<file path="src/rtl/vga_timing_gen.sv">
// vga_timing_gen
// Parametrised VGA raster timing generator. A clock divider produces a
// one-clk pixel enable (p_tick); horizontal/vertical counters advance on it.
// Sync and blank are decoded from the counters and then delayed by PIPE pixel
// ticks so they line up with a downstream pixel pipeline. Start/stop requests
// on en take effect only at a frame boundary, so a frame is never cut short.
//
// Ports
//   clk_100MHz   system clock, all logic on the rising edge
//   reset        asynchronous active-low reset
//   en           run request
//   p_tick       pixel enable, one clk wide
//   x, y         horizontal / vertical counters
//   video_on     visible-area flag (delayed PIPE pixel ticks)
//   hsync/vsync  sync outputs with HS_POL/VS_POL active level (delayed)
//   line_tick    pulse on the last pixel of every line
//   refresh_tick pulse on the last pixel of every frame
//   frame_cnt    completed frames, wraps
//   running      high while the generator is producing frames
module vga_timing_gen #(
    parameter int CLK_DIV  = 4,
    parameter int H_ACTIVE = 640,
    parameter int H_FP     = 16,
    parameter int H_SYNC   = 96,
    parameter int H_BP     = 48,
    parameter int V_ACTIVE = 480,
    parameter int V_FP     = 10,
    parameter int V_SYNC   = 2,
    parameter int V_BP     = 33,
    parameter bit HS_POL   = 1'b0,
    parameter bit VS_POL   = 1'b0,
    parameter int CW       = 10,
    parameter int PIPE     = 2,
    parameter int FRAME_W  = 8
) (
    input  logic               clk_100MHz,
    input  logic               reset,
    input  logic               en,
    output logic               p_tick,
    output logic [CW-1:0]      x,
    output logic [CW-1:0]      y,
    output logic               video_on,
    output logic               hsync,
    output logic               vsync,
    output logic               line_tick,
    output logic               refresh_tick,
    output logic [FRAME_W-1:0] frame_cnt,
    output logic               running
);

    localparam int H_TOTAL = H_ACTIVE + H_FP + H_SYNC + H_BP;
    localparam int V_TOTAL = V_ACTIVE + V_FP + V_SYNC + V_BP;
    localparam int DIV_W   = (CLK_DIV > 1) ? $clog2(CLK_DIV) : 1;

    localparam logic [DIV_W-1:0]   DIV_LAST  = DIV_W'(CLK_DIV - 1);
    localparam logic [DIV_W-1:0]   DIV_ONE   = DIV_W'(1);
    localparam logic [CW-1:0]      X_LAST    = CW'(H_TOTAL - 1);
    localparam logic [CW-1:0]      Y_LAST    = CW'(V_TOTAL - 1);
    localparam logic [CW-1:0]      CNT_ONE   = CW'(1);
    localparam logic [FRAME_W-1:0] FRAME_ONE = FRAME_W'(1);

    // Decode bounds kept 32 bits wide so an end bound equal to the total
    // never overflows the CW-bit counter width.
    localparam logic [31:0] H_VIS    = 32'(H_ACTIVE);
    localparam logic [31:0] V_VIS    = 32'(V_ACTIVE);
    localparam logic [31:0] HS_BEGIN = 32'(H_ACTIVE + H_FP);
    localparam logic [31:0] HS_END   = 32'(H_ACTIVE + H_FP + H_SYNC);
    localparam logic [31:0] VS_BEGIN = 32'(V_ACTIVE + V_FP);
    localparam logic [31:0] VS_END   = 32'(V_ACTIVE + V_FP + V_SYNC);

    typedef enum logic [1:0] {
        ST_IDLE  = 2'd0,
        ST_RUN   = 2'd1,
        ST_DRAIN = 2'd2
    } state_t;

    state_t               state_q, state_d;
    logic [DIV_W-1:0]     div_q, div_d;
    logic [CW-1:0]        x_q, x_d;
    logic [CW-1:0]        y_q, y_d;
    logic [FRAME_W-1:0]   frame_q, frame_d;
    logic                 running_q, running_d;

    logic                 p_tick_s;
    logic                 eol_s;
    logic                 eof_s;
    logic [31:0]          x_ext_s;
    logic [31:0]          y_ext_s;
    logic [2:0]           raw_s;   // {vs_act, hs_act, visible}
    logic [2:0]           dly_s;
    logic                 active_s;

    // Pixel enable, end-of-line / end-of-frame strobes and raw decode.
    always_comb begin
        active_s = (state_q != ST_IDLE);
        p_tick_s = active_s && (div_q == DIV_LAST);
        eol_s    = p_tick_s && (x_q == X_LAST);
        eof_s    = eol_s && (y_q == Y_LAST);
        x_ext_s  = 32'(x_q);
        y_ext_s  = 32'(y_q);
        raw_s[0] = (x_ext_s < H_VIS) && (y_ext_s < V_VIS);
        raw_s[1] = (x_ext_s >= HS_BEGIN) && (x_ext_s < HS_END);
        raw_s[2] = (y_ext_s >= VS_BEGIN) && (y_ext_s < VS_END);
    end

    // Next-state logic: stop requests are only acted on at end of frame.
    always_comb begin
        state_d = state_q;
        case (state_q)
            ST_IDLE: begin
                if (en) state_d = ST_RUN;
                else    state_d = ST_IDLE;
            end
            ST_RUN: begin
                if (en)         state_d = ST_RUN;
                else if (eof_s) state_d = ST_IDLE;
                else            state_d = ST_DRAIN;
            end
            ST_DRAIN: begin
                if (en)         state_d = ST_RUN;
                else if (eof_s) state_d = ST_IDLE;
                else            state_d = ST_DRAIN;
            end
            default: state_d = ST_IDLE;
        endcase
        running_d = (state_d != ST_IDLE);
    end

    // Divider, raster counters and frame counter next values.
    always_comb begin
        div_d   = div_q;
        x_d     = x_q;
        y_d     = y_q;
        frame_d = frame_q;
        if (!active_s) begin
            div_d = '0;
            x_d   = '0;
            y_d   = '0;
        end else if (p_tick_s) begin
            div_d = '0;
            if (x_q == X_LAST) begin
                x_d = '0;
                if (y_q == Y_LAST) y_d = '0;
                else               y_d = y_q + CNT_ONE;
            end else begin
                x_d = x_q + CNT_ONE;
            end
        end else begin
            div_d = div_q + DIV_ONE;
        end
        if (eof_s) frame_d = frame_q + FRAME_ONE;
        else       frame_d = frame_q;
    end

    // State and counter registers.
    always_ff @(posedge clk_100MHz or negedge reset) begin
        if (!reset) begin
            state_q   <= ST_IDLE;
            div_q     <= '0;
            x_q       <= '0;
            y_q       <= '0;
            frame_q   <= '0;
            running_q <= 1'b0;
        end else begin
            state_q   <= state_d;
            div_q     <= div_d;
            x_q       <= x_d;
            y_q       <= y_d;
            frame_q   <= frame_d;
            running_q <= running_d;
        end
    end

    generate
        if (PIPE == 0) begin : g_no_pipe
            assign dly_s = raw_s;
        end else begin : g_pipe
            logic [2:0] pipe_q [PIPE];
            logic [2:0] pipe_d [PIPE];

            // Delay line advances on p_tick; IDLE flushes it to inactive so a
            // restart never replays stale sync/blank from the previous run.
            always_comb begin
                pipe_d = pipe_q;
                if (!active_s) begin
                    for (int i = 0; i < PIPE; i++) pipe_d[i] = 3'b000;
                end else if (p_tick_s) begin
                    for (int i = PIPE - 1; i > 0; i--) pipe_d[i] = pipe_q[i-1];
                    pipe_d[0] = raw_s;
                end else begin
                    pipe_d = pipe_q;
                end
            end

            // Delay-line registers.
            always_ff @(posedge clk_100MHz or negedge reset) begin
                if (!reset) begin
                    for (int i = 0; i < PIPE; i++) pipe_q[i] <= 3'b000;
                end else begin
                    pipe_q <= pipe_d;
                end
            end

            assign dly_s = pipe_q[PIPE-1];
        end
    endgenerate

    // Outputs are forced inactive in IDLE, including the edge that enters it.
    assign p_tick       = p_tick_s;
    assign line_tick    = eol_s;
    assign refresh_tick = eof_s;
    assign x            = x_q;
    assign y            = y_q;
    assign frame_cnt    = frame_q;
    assign running      = running_q;
    assign video_on     = active_s && dly_s[0];
    assign hsync        = (active_s && dly_s[1]) ? HS_POL : ~HS_POL;
    assign vsync        = (active_s && dly_s[2]) ? VS_POL : ~VS_POL;

endmodule

</file>
<file path="config.mk">
export PLATFORM = sky130hd
export DESIGN_NAME = vga_timing_gen
export DESIGN_NICKNAME = d
export VERILOG_FILES = /design/src/rtl/vga_timing_gen.sv
export SDC_FILE = /design/constraint.sdc
export NUM_CORES = 1
export LEC_CHECK = 0
export ABC_AREA = 0
export CORE_ASPECT_RATIO = 1.4
export CORE_MARGIN = 1
export CORE_UTILIZATION = 40
export CTS_BUF_LIST = sky130_fd_sc_hd__clkbuf_8
export CTS_CLUSTER_SIZE = 8
export DETAILED_ROUTE_END_ITERATION = 12
export GPL_TIMING_DRIVEN = 0
export PLACE_DENSITY_LB_ADDON = 0.2
export SYNTH_ARGS = -nofsm -noshare
export SYNTH_HDL_FRONTEND = slang
export SYNTH_SLANG_ARGS = --single-unit
export TNS_END_PERCENT = 50
</file>
<file path="constraint.sdc">
create_clock -name clk_100MHz -period 1.7 [get_ports clk_100MHz]
set_input_delay 0.255 -clock clk_100MHz [delete_from_list [all_inputs] [get_ports clk_100MHz]]
set_output_delay 0.255 -clock clk_100MHz [all_outputs]
set_load 0.01 [all_outputs]
</file>
==> results of run 1 <==
-- power by group through the flow --
stage,Combinational [mW],Clock (mW),Sequential (mW)
CTS,0.751,0.703,1.03
detailed placement,0.573,0,1.05
global route,0.982,0.747,1.04
finish,0.925,0.683,1.04
global placement,0.565,0,1.05
floorplan,0.381,0,1.05
-- cell usage after synthesis (all sizes together) (3+ instances only) --
library cell,instances
nand2b,7
nand4,5
nor2b,4
and3,10
xor2,3
o21ai,6
mux2i,3
nand2,12
nand3,17
buf,6
inv,9
nor3,7
a21oi,7
clkbuf,4
xnor2,14
and4,3
dfrtp,39
nor2,20
ha,8
-- flip-flops by register name, indices dropped and copies added (netlist names) --
register,flops
div_q,2
dly_s,3
frame_cnt,8
g_pipe.pipe_q,3
running,1
state_q,2
x,10
y,10
-- layer usage --
| layer | vias to the layer above | share of wire (%) |
|---|---|---|
| met5 | - | 0 |
| met4 | 0 | 0.89 |
| met3 | 4 | 2.3 |
| met2 | 38 | 55 |
| met1 | 883 | 42 |
| li1 | 870 | - |
-- timing repair --
action | in CTS | in global routing
pin swaps | 9 | 7
endpoints found under the setup margin | 38 | 29
gates cloned | 0 | 0
setup buffers | 17 | 7
gates resized for setup | 51 | 19
-- final cells by class --
| cell class | instances | area share (%) |
|---|---|---|
| inverters | 9 | 1.148 |
| clock buffers | 7 | 3.274 |
| plain buffers | 7 | 1.743 |
| multi-input cells | 152 | 38.52 |
| well taps | 64 | 2.721 |
| repair buffers | 61 | 19.01 |
| clock inverters | 1 | 0.1276 |
| flip-flops and latches | 39 | 33.46 |
-- worst min path at each step --
| stage | start | end | cells after the start |
|---|---|---|---|
| after global placement | div_q[0]$_DFF_PN0_ | div_q[0]$_DFF_PN0_ | 1 |
| after CTS | reset | frame_cnt[5]$_DFFE_PN0P_ | 1 |
| final | reset | frame_cnt[5]$_DFFE_PN0P_ | 1 |
| after global routing | reset | frame_cnt[5]$_DFFE_PN0P_ | 1 |
| after detailed placement | reset | frame_cnt[5]$_DFFE_PN0P_ | 1 |
| after floorplan | reset | div_q[0]$_DFF_PN0_ | 0 |
-- kinds of logic (layout without fill, tap and decap cells) --
family | after synthesis | after routing | synth area share (%)
buf+inv | 19 | 85 | 4.077
simple gates | 97 | 97 | 25.87
compound gates | 26 | 26 | 8.460
mux | 4 | 4 | 2.009
flops | 39 | 39 | 47.47
xor+xnor | 17 | 17 | 7.243
fa+ha+maj | 8 | 8 | 4.869
-- through the flow --
| stage | utilization, % | cell area (µm²) |
|---|---|---|
| floorplan | - | 2063 |
| global placement | 51.51 | 2514 |
| detailed placement | 51.41 | 2509 |
| CTS | 58.31 | 2845 |
| global route | 60.31 | 2943 |
| finish | 60.31 | 2943 |
-- placed cells by master, fill, tap and decap left out, types with 3 or more instances in the layout --
cell and instances:
a21oi_1 6, and3_1 8, buf_4 23, buf_6 5, clkbuf_8 7, clkdlybuf4s50_1 29
dfrtp_1 32, dfrtp_2 7, ha_1 4, ha_4 3, inv_1 5, inv_2 5
mux2i_1 3, nand2_1 10, nand2b_1 6, nand3_1 16, nand4_1 5, nor2_1 20
nor2b_1 3, nor3_1 5, o21ai_0 3, o21ai_1 3, xnor2_1 14, xor2_1 3
==> summary.md, run 1 <==
| Metric | Value |
|---|---|
| Outcome | finished, violations left |
| Failing checks | negative setup slack |
| Peak VDD IR | ~0.56 mV |
| CTS max path bufs | 2 |
| RSZ-0062 raised after global routing | true |
| Yosys warns | 0 |
| Yosys top cell by area | dfrtp_1 |
| TritonCTS Buffers | 5 |
| Number of routed nets with antenna violations | 0 |
| WS Path Type | flop to output port |
| H-tree level count | 2 |
| Clock Skew | 0.009358 ns |
| Ant. Diodes | 0 |
| Final slew viol count | 0 |
| Worst Max-Slew Pin Slew | 0.8592 ns |
| Die width | ~63 µm |
| Synthesized net count | between 200 and 250 |
| Synth top area share | a little under half |
| First-pass GRT wire length | between 8 and 9 mm |
| Mean Syn Cell Area | about 10 µm² |
| CP Capture Point | refresh_tick |
| Top cells by area, synth | dfrtp_1 47%, xnor2_1 6.0%, ha_1 4.9% |
| Hold-fix buffers at CTS | 0 |
| Fillcell total | between 400 and 500 |
| CP dominant cell by count | inv_2 |
| Slew headroom | 42.72% |
| Final setup vio count | 5 |
| Die Y | approximately 87 µm |
| Critical path, cell by cell | inv_2 -> ha_4 -> and4bb_1 -> and4_4 -> nand2_4 -> inv_2 -> buf_6 |
| Worst Setup SP | y[1]$_DFFE_PN0P_ |
| Met1 usage | a little over a fifth |
| Fmax | 542.5 MHz |
| Port buffer count | 37 |
| Vias in the first global route | approximately 1800 |
| Layout overhead on the synthesized area | 43.15% |
| Clock root cell | clkbuf_8 |
| Post-Place Cells | just over 300 |
| Pwr Density | roughly 900 mW/mm² |
| Mapped Area | roughly 0.0021 mm² |
| Fin Setup TNS | -0.4633 ns |
| Switching Share | a little under a third |
| Via count | ~1800 |
| Reg2reg start | div_q[0]$_DFF_PN0_ |
| Die Area | between 0.005 and 0.006 mm² |
| Worst reg2reg path depth | 6 |
| Multi-input gate area in the final layout | between 0.001 and 0.0015 mm² |
| Sequential area share after synthesis | 47.47% |
| Drt initial violations | between 80 and 90 |
| Pre-CTS WS | -0.5409 ns |
| Combinational share of power | 35.0% |
| DRT Wirelength | 5.069 mm |
| Critical path data required time | between 1 and 1.5 ns |
| M3 GR Usage | under 10% |
| Initial antenna violation count | 0 |
| GPL Wtd Cong | between 0.7 and 0.8 |
| Slowest stage delay, CP | 0.41 ns |
| Clock Power Share | between 20% and 30% |
| Worst reg2reg setup slack | -0.14 ns |
| Min-delay worst type | primary input to async pin |
| WHS | slightly above 0.07 ns |
| Tmin final | approximately 1.8 ns |
| Final Hold Fails | 0 |
| Routed length per placed instance | between 10 and 15 µm |
| Drt pass-1 iters | 4 |
| # IOs | 38 |
| GR peak layer | met2 |
| Gr ovfl total | 0 |
| Synth Register Bits | 39 |
| Int Power | ~1.8 mW |
| Num rows | 30 |
| NetSw | approximately 830 µW |
| Cell Count, Final, Fillers Out | between 300 and 400 |
| Final period util | 108.4% |
| Largest net degree at the start of global routing | 40 |
| Worst setup EP type | output port |
| Dpl hpwl | approximately 3.2 mm |
| Max Cap Viol | 0 |
| Post-Synthesis Cells | 210 |
| Crit path depth | 7 |
| Core ar. | around 0.005 mm² |
| Final Power | between 2 and 3 mW |
| CP Buf/Inv Count | 3 |
| Vias/cell | between 5 and 6 |
| Post-route setup slack | -0.1434 ns |
| Leak | about 1.3 nW |
| Crit Path Max Fanout | 2 |
| Slowest cell on the critical path | dfrtp_2 |
| Reg-to-Reg End | y[4]$_DFFE_PN0P_ |
| Register area | approximately 980 µm² |
| Worst path arrival time | 1.59 ns |
| CP Launch Type | flop |
| Ys flop type | dfrtp_1 |
| M2 GR Usage | between 30% and 40% |
| Clk pin slew, worst setup/hold paths | about 0.080 ns |
| Sequential power share | 39.3% |
| Number of synthesized flops with an enable pin | 0 |
| Layout cells sized above 1 | 26.81% |
| Final layout net count | 286 |
| TritonCTS clock tree | done |
| Async SR Flop Fraction | 100.0% |
| Residual DRC count | 0 |
| Worst-Skew Late Latency | approximately 0.29 ns |
| Netlist cell types | 44 |
| Initial core utilization | a little over two fifths |
| Total track usage | a little under a fifth |
| CTS Sinks | 39 |
| Largest delay share family, worst path | simple AND/OR/NAND/NOR gates |
No activity file was read; power rests on OpenSTA's default activity.
==> run 2: changes to the inputs <==
--- a/config.mk
+++ b/config.mk
@@ -10,10 +10,10 @@
 export CORE_MARGIN = 1
 export CORE_UTILIZATION = 40
 export CTS_BUF_LIST = sky130_fd_sc_hd__clkbuf_8
-export CTS_CLUSTER_SIZE = 8
 export DETAILED_ROUTE_END_ITERATION = 12
 export GPL_TIMING_DRIVEN = 0
 export PLACE_DENSITY_LB_ADDON = 0.2
+export SLEW_MARGIN = 20
 export SYNTH_ARGS = -nofsm -noshare
 export SYNTH_HDL_FRONTEND = slang
 export SYNTH_SLANG_ARGS = --single-unit
==> run 2 against run 1 <==
The run still ends with negative setup slack left; clock skew shrank 0.0012 ns; worst hold slack improved by 0.32 ns; utilization increased by 2.3 points; total power shrank 0.35%; final area rose by 3.7%; sequential share of layout area decreased by 1.2 points; sequential cell count unchanged; register-to-register slack improved by 0.02 ns; critical path depth stayed put; largest power group unchanged.
==> summary.md, run 2 (synthesis gave the netlist of run 1 again) <==
| Metric | Value |
|---|---|
| Fin Setup TNS | -0.5314 ns |
| Final period util | 108.6% |
| Failing checks | negative setup slack |
| H-tree level count | 2 |
| DRT Wirelength | just over 5 mm |
| Initial core utilization | a little over two fifths |
| Core ar. | about 0.0049 mm² |
| Ant. Diodes | 0 |
| Die Area | roughly 0.0054 mm² |
| Final Hold Fails | 0 |
| Critical path data required time | 1.44 ns |
| Final layout net count | a little under 300 |
| Worst path arrival time | between 1.5 and 2 ns |
| TritonCTS Buffers | 5 |
| Post-Place Cells | about 310 |
| CTS max path bufs | 2 |
| Dpl hpwl | about 3.3 mm |
| Cell Count, Final, Fillers Out | around 350 |
| Clk pin slew, worst setup/hold paths | about 0.080 ns |
| Crit Path Max Fanout | 2 |
| Clock root cell | clkbuf_8 |
| Routed length per placed instance | roughly 15 µm |
| Final Power | roughly 2.6 mW |
| Num rows | 30 |
| Max Cap Viol | 0 |
| # IOs | 38 |
| Outcome | finished, violations left |
| GPL Wtd Cong | around 0.8 |
| Vias in the first global route | roughly 1800 |
| Sequential power share | just under 40% |
| NetSw | about 820 µW |
| Pre-CTS WS | -0.5418 ns |
| Placed inst area | approximately 0.0025 mm² |
| Commonest non-fill, non-tap cell in the layout | dfrtp_1 |
| Slew headroom | between 60% and 70% |
| Number of routed nets with antenna violations | 0 |
| RSZ-0062 raised after global routing | true |
| Gr ovfl total | 0 |
| Int Power | 1.818 mW |
| Tmin final | 1.846 ns |
| Layout overhead on the synthesized area | 48.51% |
| Total track usage | about 20% |
| TritonCTS clock tree | done |
| Worst Max-Slew Pin Slew | approximately 0.50 ns |
| Drt pass-1 iters | 4 |
| Fin area | 0.003053 mm² |
| Final slew viol count | 0 |
| Port buffer count | 37 |
| Peak VDD IR | roughly 0.38 mV |
| Final setup vio count | 6 |
| WS Path Type | flop to output port |
| Leak | ~1.3 nW |
| Die width | between 60 and 70 µm |
| Drt initial violations | 74 |
| Worst-Skew Late Latency | between 0.2 and 0.3 ns |
| Pwr Density | roughly 860 mW/mm² |
| Post-route setup slack | -0.1459 ns |
| CP Launch Type | flop |
| Die Y | 86.83 µm |
| Clock Skew | about 0.008 ns |
| Via count | between 1500 and 2000 |
| CTS Sinks | 39 |
| Worst setup EP type | output port |
| Residual DRC count | 0 |
| Largest net degree at the start of global routing | 27 |
| Min-delay worst type | primary input to async pin |
| Combinational share of power | about a third |
| Commonest non-fill, non-tap cells in the layout | 32 x dfrtp_1, 29 x clkdlybuf4s50_1, 28 x buf_4 |
| Layout cells sized above 1 | a little under a third |
| First-pass GRT wire length | ~8.3 mm |
| Clock Power Share | around 26% |
| Vias/cell | around 5.2 |
| Switching Share | 31.08% |
| Fmax | approximately 540 MHz |
| Initial antenna violation count | 0 |
## run 2: cell types whose count changed in the layout (fill, tap and decap cells not counted), sizes merged
cell,delta
buf,+8
clkbuf,+1
clkdlybuf4s15,-1
dlygate4sd3,+1
## run 2: worst max-delay path, stage by stage, from the launching register on
cell and delay (ns):
dfrtp_2 0.42, inv_2 0.08, ha_4 0.12, and4bb_1 0.24, and4_4 0.26, nand2_4 0.06
inv_2 0.05, buf_6 0.09
## run 2: cell type report
| cell class | instances | area (µm²) |
|---|---|---|
| plain buffers | 6 | 46.29 |
| clock buffers | 7 | 96.34 |
| clock inverters | 1 | 3.754 |
| fillers | 418 | 1827 |
| inverters | 9 | 33.78 |
| multi-input cells | 152 | 1154 |
| flip-flops and latches | 39 | 984.7 |
| well taps | 64 | 80.08 |
| repair buffers | 71 | 654.4 |
## run 2: path summary, 6_finish.rpt
kind	slack (ns)	from	cells after the start	endpoint
max reg2reg	-0.12	y[0]$_DFFE_PN0P_	7	y[4]$_DFFE_PN0P_
max	-0.15	y[0]$_DFFE_PN0P_	7	refresh_tick
min reg2reg	0.48	frame_cnt[7]$_DFFE_PN0P_	1	frame_cnt[7]$_DFFE_PN0P_
max in group asynchronous	0.84	reset	3	y[0]$_DFFE_PN0P_
min	0.40	reset	2	frame_cnt[4]$_DFFE_PN0P_
min in group clk_100MHz	0.48	frame_cnt[7]$_DFFE_PN0P_	1	frame_cnt[7]$_DFFE_PN0P_
## run 2: routing by layer
metal  part of all wire [%]  global-route usage (%)  vias up
met1                     43                   22.58      884
met3                    2.8                   3.947        6
met2                     53                   36.17       42
met5                      0                       0        -
met4                    1.4                   8.879        0
li1                       -                       -      886
## run 2: timing repair
item | 4_1_cts | 5_1_grt
gates resized for setup | 50 | 30
pin swaps | 11 | 10
buffers inserted | 23 | 10
gates cloned | 0 | 0
hold buffers | 1 | 0
endpoints found under the hold margin | 13 | 0
setup endpoints to repair | 38 | 39
## run 2: through the flow
step,hold slack [ns],util (%)
2_1_floorplan,-0.04059,-
3_3_place_gp,0.4320,51.51
6_report,0.3958,62.56
4_1_cts,0.3936,59.97
5_1_grt,0.4322,62.56
3_5_place_dp,0.1771,51.82
## run 2: power by group through the flow
| stage | registers [mW] | logic [mW] | clock network, mW |
|---|---|---|---|
| 3_5_place_dp | 1.05 | 0.577 | 0 |
| 2_1_floorplan | 1.05 | 0.381 | 0 |
| 5_1_grt | 1.04 | 0.993 | 0.753 |
| 4_1_cts | 1.03 | 0.866 | 0.704 |
| 6_report | 1.03 | 0.923 | 0.682 |
| 3_3_place_gp | 1.05 | 0.565 | 0 |
